File: config.mk
export PLATFORM = sky130hd
export DESIGN_NAME = nibble_serial_add_ctrl_flat
export DESIGN_NICKNAME = d
export VERILOG_FILES = /design/src/rtl/nibble_serial_add_ctrl_if.sv /design/src/rtl/nibble_serial_add_ctrl.sv /design/src/flat_wrapper.sv
export SDC_FILE = /design/constraint.sdc
export NUM_CORES = 1
export LEC_CHECK = 0
export BUFFER_PORTS_ARGS = -buffer_cell sky130_fd_sc_hd__clkbuf_2
export CORE_MARGIN = 2
export CORE_UTILIZATION = 47
export DETAILED_ROUTE_END_ITERATION = 12
export GPL_TIMING_DRIVEN = 0
export PLACE_DENSITY_LB_ADDON = 0.1
export SYNTH_ARGS = -nofsm -noshare
export SYNTH_HDL_FRONTEND = slang
export SYNTH_SLANG_ARGS = --single-unit
export TNS_END_PERCENT = 30
File: constraint.sdc
create_clock -name clk -period 3 [get_ports clk]
set_input_delay 0.6 -clock clk [delete_from_list [all_inputs] [get_ports clk]]
set_output_delay 0.6 -clock clk [all_outputs]
set_load 0.05 [all_outputs]
File: src/rtl/nibble_serial_add_ctrl_if.sv
// nibble_serial_add_ctrl_if
//   Handshake and data bundle between a master and the nibble-serial
//   add/sub sequencer.
//   master: drives start, sub, A, B; receives Sum, C_out, Ovfl, busy, done.
//   slave : the sequencer side of the same signals.
interface nibble_serial_add_ctrl_if #(
  parameter int NUM_NIBBLES = 4
);
  localparam int WIDTH = 4 * NUM_NIBBLES;

  logic             start;
  logic             sub;
  logic [WIDTH-1:0] A;
  logic [WIDTH-1:0] B;
  logic [WIDTH-1:0] Sum;
  logic             C_out;
  logic             Ovfl;
  logic             busy;
  logic             done;

  modport master (
    output start, sub, A, B,
    input  Sum, C_out, Ovfl, busy, done
  );

  modport slave (
    input  start, sub, A, B,
    output Sum, C_out, Ovfl, busy, done
  );
endinterface

File: src/rtl/nibble_serial_add_ctrl.sv
// nibble_serial_add_ctrl
//   WIDTH-bit (WIDTH = 4*NUM_NIBBLES) add/subtract sequenced through one
//   shared 4-bit adder slice, one nibble per cycle, LS nibble first, with
//   the inter-nibble carry held in a register.
//   clk : rising-edge clock
//   rst : asynchronous active-high reset
//   bus : slave side of nibble_serial_add_ctrl_if
//         start/sub/A/B sampled when idle or done; Sum/C_out/Ovfl registered
//         results; busy while sequencing; done one-cycle completion pulse.

// 4-bit ripple slice shared by every nibble of an operation.
module nibble_add4 (
  input  logic [3:0] i_a,
  input  logic [3:0] i_b,
  input  logic       i_c,
  output logic [3:0] o_s,
  output logic       o_c
);
  logic [4:0] w_full;
  assign w_full = {1'b0, i_a} + {1'b0, i_b} + {4'd0, i_c};
  assign o_s    = w_full[3:0];
  assign o_c    = w_full[4];
endmodule

module nibble_serial_add_ctrl #(
  parameter int NUM_NIBBLES = 4
) (
  input  logic                     clk,
  input  logic                     rst,
  nibble_serial_add_ctrl_if.slave  bus
);
  localparam int WIDTH = 4 * NUM_NIBBLES;
  localparam int IDX_W = $clog2(NUM_NIBBLES);
  localparam logic [IDX_W-1:0] LAST_IDX = IDX_W'(NUM_NIBBLES - 1);

  typedef enum logic [1:0] {S_IDLE, S_RUN, S_DONE} state_t;

  state_t           r_state;
  logic [WIDTH-1:0] r_opa;
  logic [WIDTH-1:0] r_opb;
  logic [WIDTH-1:0] r_res;
  logic             r_carry;
  logic [IDX_W-1:0] r_idx;
  logic [WIDTH-1:0] r_sum;
  logic             r_cout;
  logic             r_ovfl;
  logic             r_busy;
  logic             r_done;

  logic [3:0]       w_sum;
  logic             w_cout;
  logic             w_c_msb;
  logic [WIDTH-1:0] w_res_next;

  nibble_add4 u_add (
    .i_a (r_opa[3:0]),
    .i_b (r_opb[3:0]),
    .i_c (r_carry),
    .o_s (w_sum),
    .o_c (w_cout)
  );

  // Carry into the MSB of the current slice; only meaningful on the last
  // nibble, where it pairs with the carry out to flag signed overflow.
  assign w_c_msb = r_opa[3] ^ r_opb[3] ^ w_sum[3];

  // New nibble enters at the top; after NUM_NIBBLES shifts the first
  // nibble has walked down to bit 0.
  assign w_res_next = WIDTH'({w_sum, r_res} >> 4);

  always_ff @(posedge clk or posedge rst) begin
    if (rst) begin
      r_state <= S_IDLE;
      r_opa   <= '0;
      r_opb   <= '0;
      r_res   <= '0;
      r_carry <= 1'b0;
      r_idx   <= '0;
      r_sum   <= '0;
      r_cout  <= 1'b0;
      r_ovfl  <= 1'b0;
      r_busy  <= 1'b0;
      r_done  <= 1'b0;
    end else begin
      r_done <= 1'b0;
      case (r_state)
        S_IDLE, S_DONE: begin
          if (bus.start) begin
            // Subtraction as A + ~B + 1: the +1 rides in on the first carry.
            r_opa   <= bus.A;
            r_opb   <= bus.sub ? ~bus.B : bus.B;
            r_carry <= bus.sub;
            r_idx   <= '0;
            r_busy  <= 1'b1;
            r_state <= S_RUN;
          end else begin
            r_state <= S_IDLE;
          end
        end
        S_RUN: begin
          r_res   <= w_res_next;
          r_opa   <= r_opa >> 4;
          r_opb   <= r_opb >> 4;
          r_carry <= w_cout;
          if (r_idx == LAST_IDX) begin
            r_sum   <= w_res_next;
            r_cout  <= w_cout;
            r_ovfl  <= w_c_msb ^ w_cout;
            r_busy  <= 1'b0;
            r_done  <= 1'b1;
            r_state <= S_DONE;
          end else begin
            r_idx <= r_idx + 1'b1;
          end
        end
        default: r_state <= S_IDLE;
      endcase
    end
  end

  assign bus.Sum   = r_sum;
  assign bus.C_out = r_cout;
  assign bus.Ovfl  = r_ovfl;
  assign bus.busy  = r_busy;
  assign bus.done  = r_done;
endmodule
File: src/flat_wrapper.sv
// flat-port wrapper written by rule: the top's interface ports become plain ports
module nibble_serial_add_ctrl_flat 
#(
  parameter int NUM_NIBBLES = 4
)
  (clk, rst, bus_start, bus_sub, bus_A, bus_B, bus_Sum, bus_C_out, bus_Ovfl, bus_busy, bus_done);
  nibble_serial_add_ctrl_if #(.NUM_NIBBLES(NUM_NIBBLES)) bus_i ();
  input  logic clk;
  input  logic rst;
  input wire logic [$bits(bus_i.start)-1:0] bus_start;
  input wire logic [$bits(bus_i.sub)-1:0] bus_sub;
  input wire logic [$bits(bus_i.A)-1:0] bus_A;
  input wire logic [$bits(bus_i.B)-1:0] bus_B;
  output wire logic [$bits(bus_i.Sum)-1:0] bus_Sum;
  output wire logic [$bits(bus_i.C_out)-1:0] bus_C_out;
  output wire logic [$bits(bus_i.Ovfl)-1:0] bus_Ovfl;
  output wire logic [$bits(bus_i.busy)-1:0] bus_busy;
  output wire logic [$bits(bus_i.done)-1:0] bus_done;
  assign bus_i.start = bus_start;
  assign bus_i.sub = bus_sub;
  assign bus_i.A = bus_A;
  assign bus_i.B = bus_B;
  assign bus_Sum = bus_i.Sum;
  assign bus_C_out = bus_i.C_out;
  assign bus_Ovfl = bus_i.Ovfl;
  assign bus_busy = bus_i.busy;
  assign bus_done = bus_i.done;
  nibble_serial_add_ctrl #(.NUM_NIBBLES(NUM_NIBBLES)) u_core (.clk(clk), .rst(rst), .bus(bus_i));
endmodule
==> impl_metrics.py, run 1 <==
metrics = {
    "run_status": {
        "status": "finished, final reports clean",
    },
    "power_and_ir_drop": {
        "power_density_mw_per_mm2": 1180,
        "ir_worst_vdd_mv": 0.679,
        "power_frac_clock_pct": 17.4,
        "internal-power_mw": 2.45,
        "switching_power_mw": 1.74,
        "p_total_mw": 4.19,
        "p_seq_share_pct": 38.0,
        "power.leakage_nw": 1.83,
        "pwr-share-comb_pct": 44.5,
        "p_sw_share_pct": 41.5,
    },
    "yosys": {
        "synth_area_mm2": 0.00299,
        "synthArstFlopShare_pct": 100,
        "synthAdderAreaFrac_pct": 3.01,
        "synth-edff-count": 0,
        "yosys_warnings": 0,
        "ys_seq_elements": 69,
        "synth-compound-area-share_pct": 11.9,
        "synth.avg_cell_area_um2": 11.2,
        "seq_area_frac_synth_pct": 57.7,
        "syn_nets": 309,
        "synth_ff_type": "dfrtp_1",
        "synth_commonest_cells": "dfrtp_1, nand2_1, xnor2_1, nor2_1, o21ai_0",
        "synth_top_cell_by_area": "dfrtp_1",
        "synthMuxAreaShare_pct": 5.89,
        "synth-simple-area-share_pct": 11.9,
        "ys_types": 28,
        "synth_xor_area_share_pct": 5.56,
        "yosys.area.top_type_share_pct": 57.7,
        "synth.most_common_cell": "dfrtp_1",
        "synth_cells": 267,
        "synth_top_family_by_area": "compound AO/OA/AOI/OAI gates",
        "ys_top_cells_by_area": "dfrtp_1, nand2_1, xnor2_1, a221o_1, mux2_4",
    },
    "critical_path": {
        "worst-path-max-fanout": 3,
        "worstSetupPathType": "reg -> reg",
        "worstPathArrival_ns": 1.99,
        "crit_cells": 7,
        "crit_path_start_kind": "flop",
        "cp_top_family": "adder cells",
        "crit_path_cell_trace": "fa_1, inv_1, fa_1, nand2b_1, o2bb2ai_1, xnor2_1, o21ai_0",
        "slowest_delay_ns": 0.44,
        "cpMostUsedCell": "fa_1",
        "cp.required_ns": 3.22,
        "critPathBufInv": 1,
        "slowest_stage": "fa_1",
        "reg2reg_depth": 7,
        "cp-end-kind": "flop",
    },
    "global_routing": {
        "grt_pass1_vias": 2050,
        "grt_max_degree": 70,
        "grt_pass1_wl_mm": 9.91,
        "antenna_found_initial": 0,
        "overflow": 0,
        "grt_use_total_pct": 17.9,
    },
    "die": {
        "die_x_um": 83.8,
        "row_count": 29,
        "io_pins": 56,
        "fp.coreArea_mm2": 0.00624,
        "start_util_pct": 48.0,
        "dieArea_mm2": 0.00702,
        "die_y_um": 83.8,
    },
    "routing": {
        "ant_nets": 0,
        "drcViolationCount": 0,
        "drt_first_pass_iters": 4,
        "wl_mm": 5.65,
        "drtIter0Drc": 69,
        "via_per_inst": 5.02,
        "wl_per_cell_um": 13.7,
        "via_count": 2074,
    },
    "clock_network": {
        "cts_buffer_depth": 2,
        "clk_latency_ns": 0.33,
        "cts_tree": "built",
        "root_buffer": "clkbuf_8",
        "hold_buffers": 0,
        "clkSinkCount": 69,
        "ctsHtreeMaxLevel": 3,
        "cts_buffers": 9,
        "post_cts_buffers": 0,
        "post_cts_resized": 0,
        "clkSlewWorstSetupHoldPaths_ns": 0.07,
    },
    "final_layout": {
        "fin_cells": 413,
        "finish.instance_area_mm2": 0.00356,
        "fill_cells": 542,
        "syn_to_final_growth_pct": 18.9,
        "nNetsFinal": 374,
        "antenna_cells": 0,
        "drive_gt1_share_pct": 28.9,
    },
    "sta": {
        "maxSlewHeadroom_pct": 44.0,
        "finClkSkew_ns": 0.00518,
        "maxSlewViolCount": 0,
        "tns_ns": 0,
        "post-route-min-period_ns": 1.77,
        "worst_pin_slew_ns": 0.840,
        "rsz0062_at_grt": "false",
        "finalSetupViolCount": 0,
        "finalHoldViolations": 0,
        "post-route-period-util_pct": 59.1,
        "max_clock_freq_ghz": 0.564,
    },
    "placed_design": {
        "numPortBuffers": 54,
        "placed_cells": 398,
        "gp_congestion": 0.737,
        "postPlaceCellArea_mm2": 0.00336,
        "hpwl_mm": 3.95,
    },
    "run": {
        "max-cap-violations": 0,
    },
    "hold_path": {
        "min_path_type": "in -> async",
    },
}
[cell usage in the layout, fill, tap and decap left out, drive strengths merged, types with 3 or more instances in the layout]
cell | netlist | final
clkbuf | 2 | 71
dfrtp | 69 | 69
nand2 | 65 | 65
xnor2 | 17 | 17
nor2 | 17 | 17
o21ai | 16 | 16
buf | 15 | 15
a221o | 13 | 13
mux2 | 13 | 13
a22oi | 12 | 12
inv | 7 | 7
a22o | 4 | 4
ha | 4 | 4
nand2b | 3 | 3
[final cells by class]
cell class	instances	area, µm²	share of cell area [%]
buffer	17	96.3	2.71
inverter	7	28.8	0.808
clock buffer	15	196	5.52
multi-input combinational	174	1140	32.2
tap	77	96.3	2.71
sequential	69	1730	48.5
timing repair buffer	54	270	7.59
[logic make-up after synthesis]
family / Yosys count
AO/OA/AOI/OAI: 48
adder cells (fa/ha/maj): 6
multiplexers: 13
AND/OR/NAND/NOR: 88
buffers and inverters: 24
XOR/XNOR: 19
flip-flops: 69
[path summary, 6_finish.rpt]
kind,end,slack (ns),startpoint
max in group asynchronous,u_core.r_opa[1]$_DFFE_PP0P_,2.03,rst
hold / removal,u_core.bus.Sum[5]$_DFFE_PP0P_,0.43,rst
min in group clk,u_core.r_res[4]$_DFFE_PP0P_,0.48,u_core.r_res[4]$_DFFE_PP0P_
setup / recovery,u_core.bus.Ovfl$_DFFE_PP0P_,1.23,u_core.r_carry$_DFFE_PP0P_
setup reg to reg,u_core.bus.Ovfl$_DFFE_PP0P_,1.23,u_core.r_carry$_DFFE_PP0P_
hold reg to reg,u_core.r_res[4]$_DFFE_PP0P_,0.48,u_core.r_res[4]$_DFFE_PP0P_
[metrics by stage]
step / worst slack, ns / hold WS, ns / util [%]
finish: 1.23 / 0.430 / 57.0
global route: 1.09 / 0.484 / 57.0
CTS: 1.20 / 0.462 / 57.0
detailed placement: 1.22 / 0.464 / 53.9
global placement: -0.199 / 0.458 / 53.8
floorplan: 0.660 / 0.446 / -
[layer usage]
metal | global-route usage, % | vias to the layer above | wire (µm)
met2 | 27.8 | 48 | 2660
met1 | 24.2 | 988 | 2650
met5 | 0 | - | 0
li1 | - | 1030 | -
met3 | 4.75 | 8 | 249
met4 | 6.60 | 0 | 87
[power groups by stage]
stage	Clock (mW)	Combinational, mW	Sequential, mW
floorplan	0	1.08	1.96
global placement	0	1.86	1.60
detailed placement	0	1.89	1.62
CTS	0.755	1.90	1.60
global route	0.792	2.07	1.65
finish	0.730	1.87	1.59
[flip-flops by register name, summed over array words and instances, names as in the netlist]
register / cells
u_core.bus.C_out: 1
u_core.r_carry: 1
u_core.r_opa: 16
u_core.bus.busy: 1
u_core.r_opb: 16
u_core.bus.done: 1
u_core.r_state: 2
u_core.r_idx: 2
u_core.bus.Sum: 16
u_core.bus.Ovfl: 1
u_core.r_res: 12
Power figures use the tool's default switching activity.
==> run 2: changes to the inputs <==
- clock period: 3 -> 1.6 ns (I/O delays scaled with it)
==> impl_metrics.py, run 2 (synthesis results as in run 1) <==
metrics = {
    "placed_design": {
        "numPortBuffers": 54,
        "placed_cells": 399,
        "gp_congestion": 0.731,
        "place_ws_ns": -0.177,
        "hpwl_mm": 4.11,
        "postPlaceCellArea_mm2": 0.00338,
    },
    "routing": {
        "ant_nets": 0,
        "wl_per_cell_um": 14.2,
        "via_per_inst": 5.01,
        "wl_mm": 5.92,
        "drt_first_pass_iters": 4,
        "via_count": 2094,
        "drcViolationCount": 0,
        "drtIter0Drc": 74,
    },
    "final_layout": {
        "antenna_cells": 0,
        "syn_to_final_growth_pct": 22.9,
        "fin_cells": 418,
        "seqCellArea_mm2": 0.00173,
        "finish.instance_area_mm2": 0.00368,
        "final_cell_mix": "dfrtp_1, nand2_1, clkbuf_2",
        "multiInputGateArea_mm2": 0.00121,
        "nNetsFinal": 379,
        "drive_gt1_share_pct": 32.6,
        "final_common_cell": "dfrtp_1",
        "fill_cells": 578,
    },
    "sta": {
        "rsz0062_at_grt": "true",
        "tns_ns": -0.162,
        "finalSetupViolCount": 5,
        "maxSlewViolCount": 0,
        "finalHoldViolations": 0,
        "fin_ws_ns": -0.0562,
        "maxSlewHeadroom_pct": 48.8,
        "finClkSkew_ns": 0.0104,
        "post-route-min-period_ns": 1.66,
        "worst_pin_slew_ns": 0.767,
        "post-route-period-util_pct": 104,
        "max_clock_freq_ghz": 0.604,
    },
    "global_routing": {
        "grt_max_degree": 36,
        "antenna_found_initial": 0,
        "grt_pass1_wl_mm": 10.1,
        "grt_pass1_vias": 2112,
        "grt_use_total_pct": 18.1,
        "overflow": 0,
    },
    "clock_network": {
        "clkSlewWorstSetupHoldPaths_ns": 0.07,
        "root_buffer": "clkbuf_8",
        "cts_tree": "built",
        "clkSinkCount": 69,
        "clk_latency_ns": 0.33,
        "ctsHtreeMaxLevel": 3,
        "cts_buffer_depth": 2,
        "hold_buffers": 0,
        "cts_buffers": 9,
    },
    "power_and_ir_drop": {
        "power.leakage_nw": 1.87,
        "power_density_mw_per_mm2": 2270,
        "ir_worst_vdd_mv": 1.41,
        "p_total_mw": 8.36,
    },
    "critical_path": {
        "worst-path-max-fanout": 3,
        "cp.required_ns": 1.82,
        "r2r_slack_ns": -0.06,
        "reg2reg_depth": 7,
        "worstSetupPathType": "reg -> reg",
        "r2r-end": "u_core.bus.Ovfl$_DFFE_PP0P_",
        "cp-end-kind": "flop",
        "worstPathArrival_ns": 1.88,
        "reg2reg_from": "u_core.r_carry$_DFFE_PP0P_",
        "crit_path_start_kind": "flop",
    },
    "hold_path": {
        "min_path_type": "in -> async",
    },
    "die": {
        "die_x_um": 83.8,
        "dieArea_mm2": 0.00702,
        "die_y_um": 83.8,
        "fp.coreArea_mm2": 0.00624,
        "row_count": 29,
        "io_pins": 56,
        "start_util_pct": 48.0,
    },
    "run_status": {
        "violations": "negative setup slack",
        "status": "finished, violations left",
    },
    "run": {
        "max-cap-violations": 0,
    },
}
[run 2: cell types whose count changed in the layout (fill, tap and decap cells not counted), sizes merged]
cell      previous run  this run
buf                 15        20
bufinv               0         1
clkbuf              71        68
clkinvlp             0         3
inv                  7         6
[run 2: power by group]
group	internal [mW]	leakage, nW	switching [mW]
Sequential	2.53	0.871	0.459
Combinational	1.54	0.907	2.41
Clock	0.797	0.0947	0.619
Total	4.87	1.87	3.49
[run 2: final cells by class]
type	instances	area share, %
Sequential cell	69	46.9
Multi-Input combinational cell	174	32.8
Timing Repair Buffer	59	8.80
Clock buffer	12	4.21
Buffer	17	2.65
Tap cell	77	2.62
Clock inverter	3	1.22
Inverter	7	0.816
[run 2: layer usage]
metal  track usage [%]  vias to the layer above  share of wire, %
li1                  -                     1041                 -
met1              24.7                     1004                46
met2              28.6                       41                49
met3              3.56                        8               3.6
met4              7.48                        0               1.4
met5                 0                        -                 0
[run 2: timing repair]
item	4_1_cts	5_1_grt
endpoints found under the setup margin	9	17
resized for setup	6	14
pin swaps	3	4
buffers inserted	3	1
[run 2: critical path, stage by stage, from the launching register on]
cell and delay (ns):
dfrtp_1 0.41, fa_2 0.40, inv_2 0.07, fa_2 0.20
nand2b_4 0.14, o2bb2ai_4 0.14, xnor2_2 0.12, o21ai_1 0.07
[run 2: worst max path at each step]
stage,cells past startpoint,startpoint,slack (ns),end
floorplan,7,u_core.r_carry$_DFFE_PP0P_,-0.03,u_core.bus.Ovfl$_DFFE_PP0P_
global placement,7,u_core.r_carry$_DFFE_PP0P_,-0.15,u_core.bus.Ovfl$_DFFE_PP0P_
CTS,7,u_core.r_opb[0]$_DFFE_PP0P_,-0.09,u_core.bus.Ovfl$_DFFE_PP0P_
global route,7,u_core.r_opb[0]$_DFFE_PP0P_,-0.14,u_core.bus.Ovfl$_DFFE_PP0P_
finish,7,u_core.r_carry$_DFFE_PP0P_,-0.06,u_core.bus.Ovfl$_DFFE_PP0P_
detailed placement,7,u_core.r_carry$_DFFE_PP0P_,-0.18,u_core.bus.Ovfl$_DFFE_PP0P_
[run 2: through the flow]
stage	hold WS, ns	util [%]
floorplan	0.446	-
global placement	0.458	53.9
detailed placement	0.463	54.2
CTS	0.117	58.1
global route	0.167	59.0
finish	0.0982	59.0
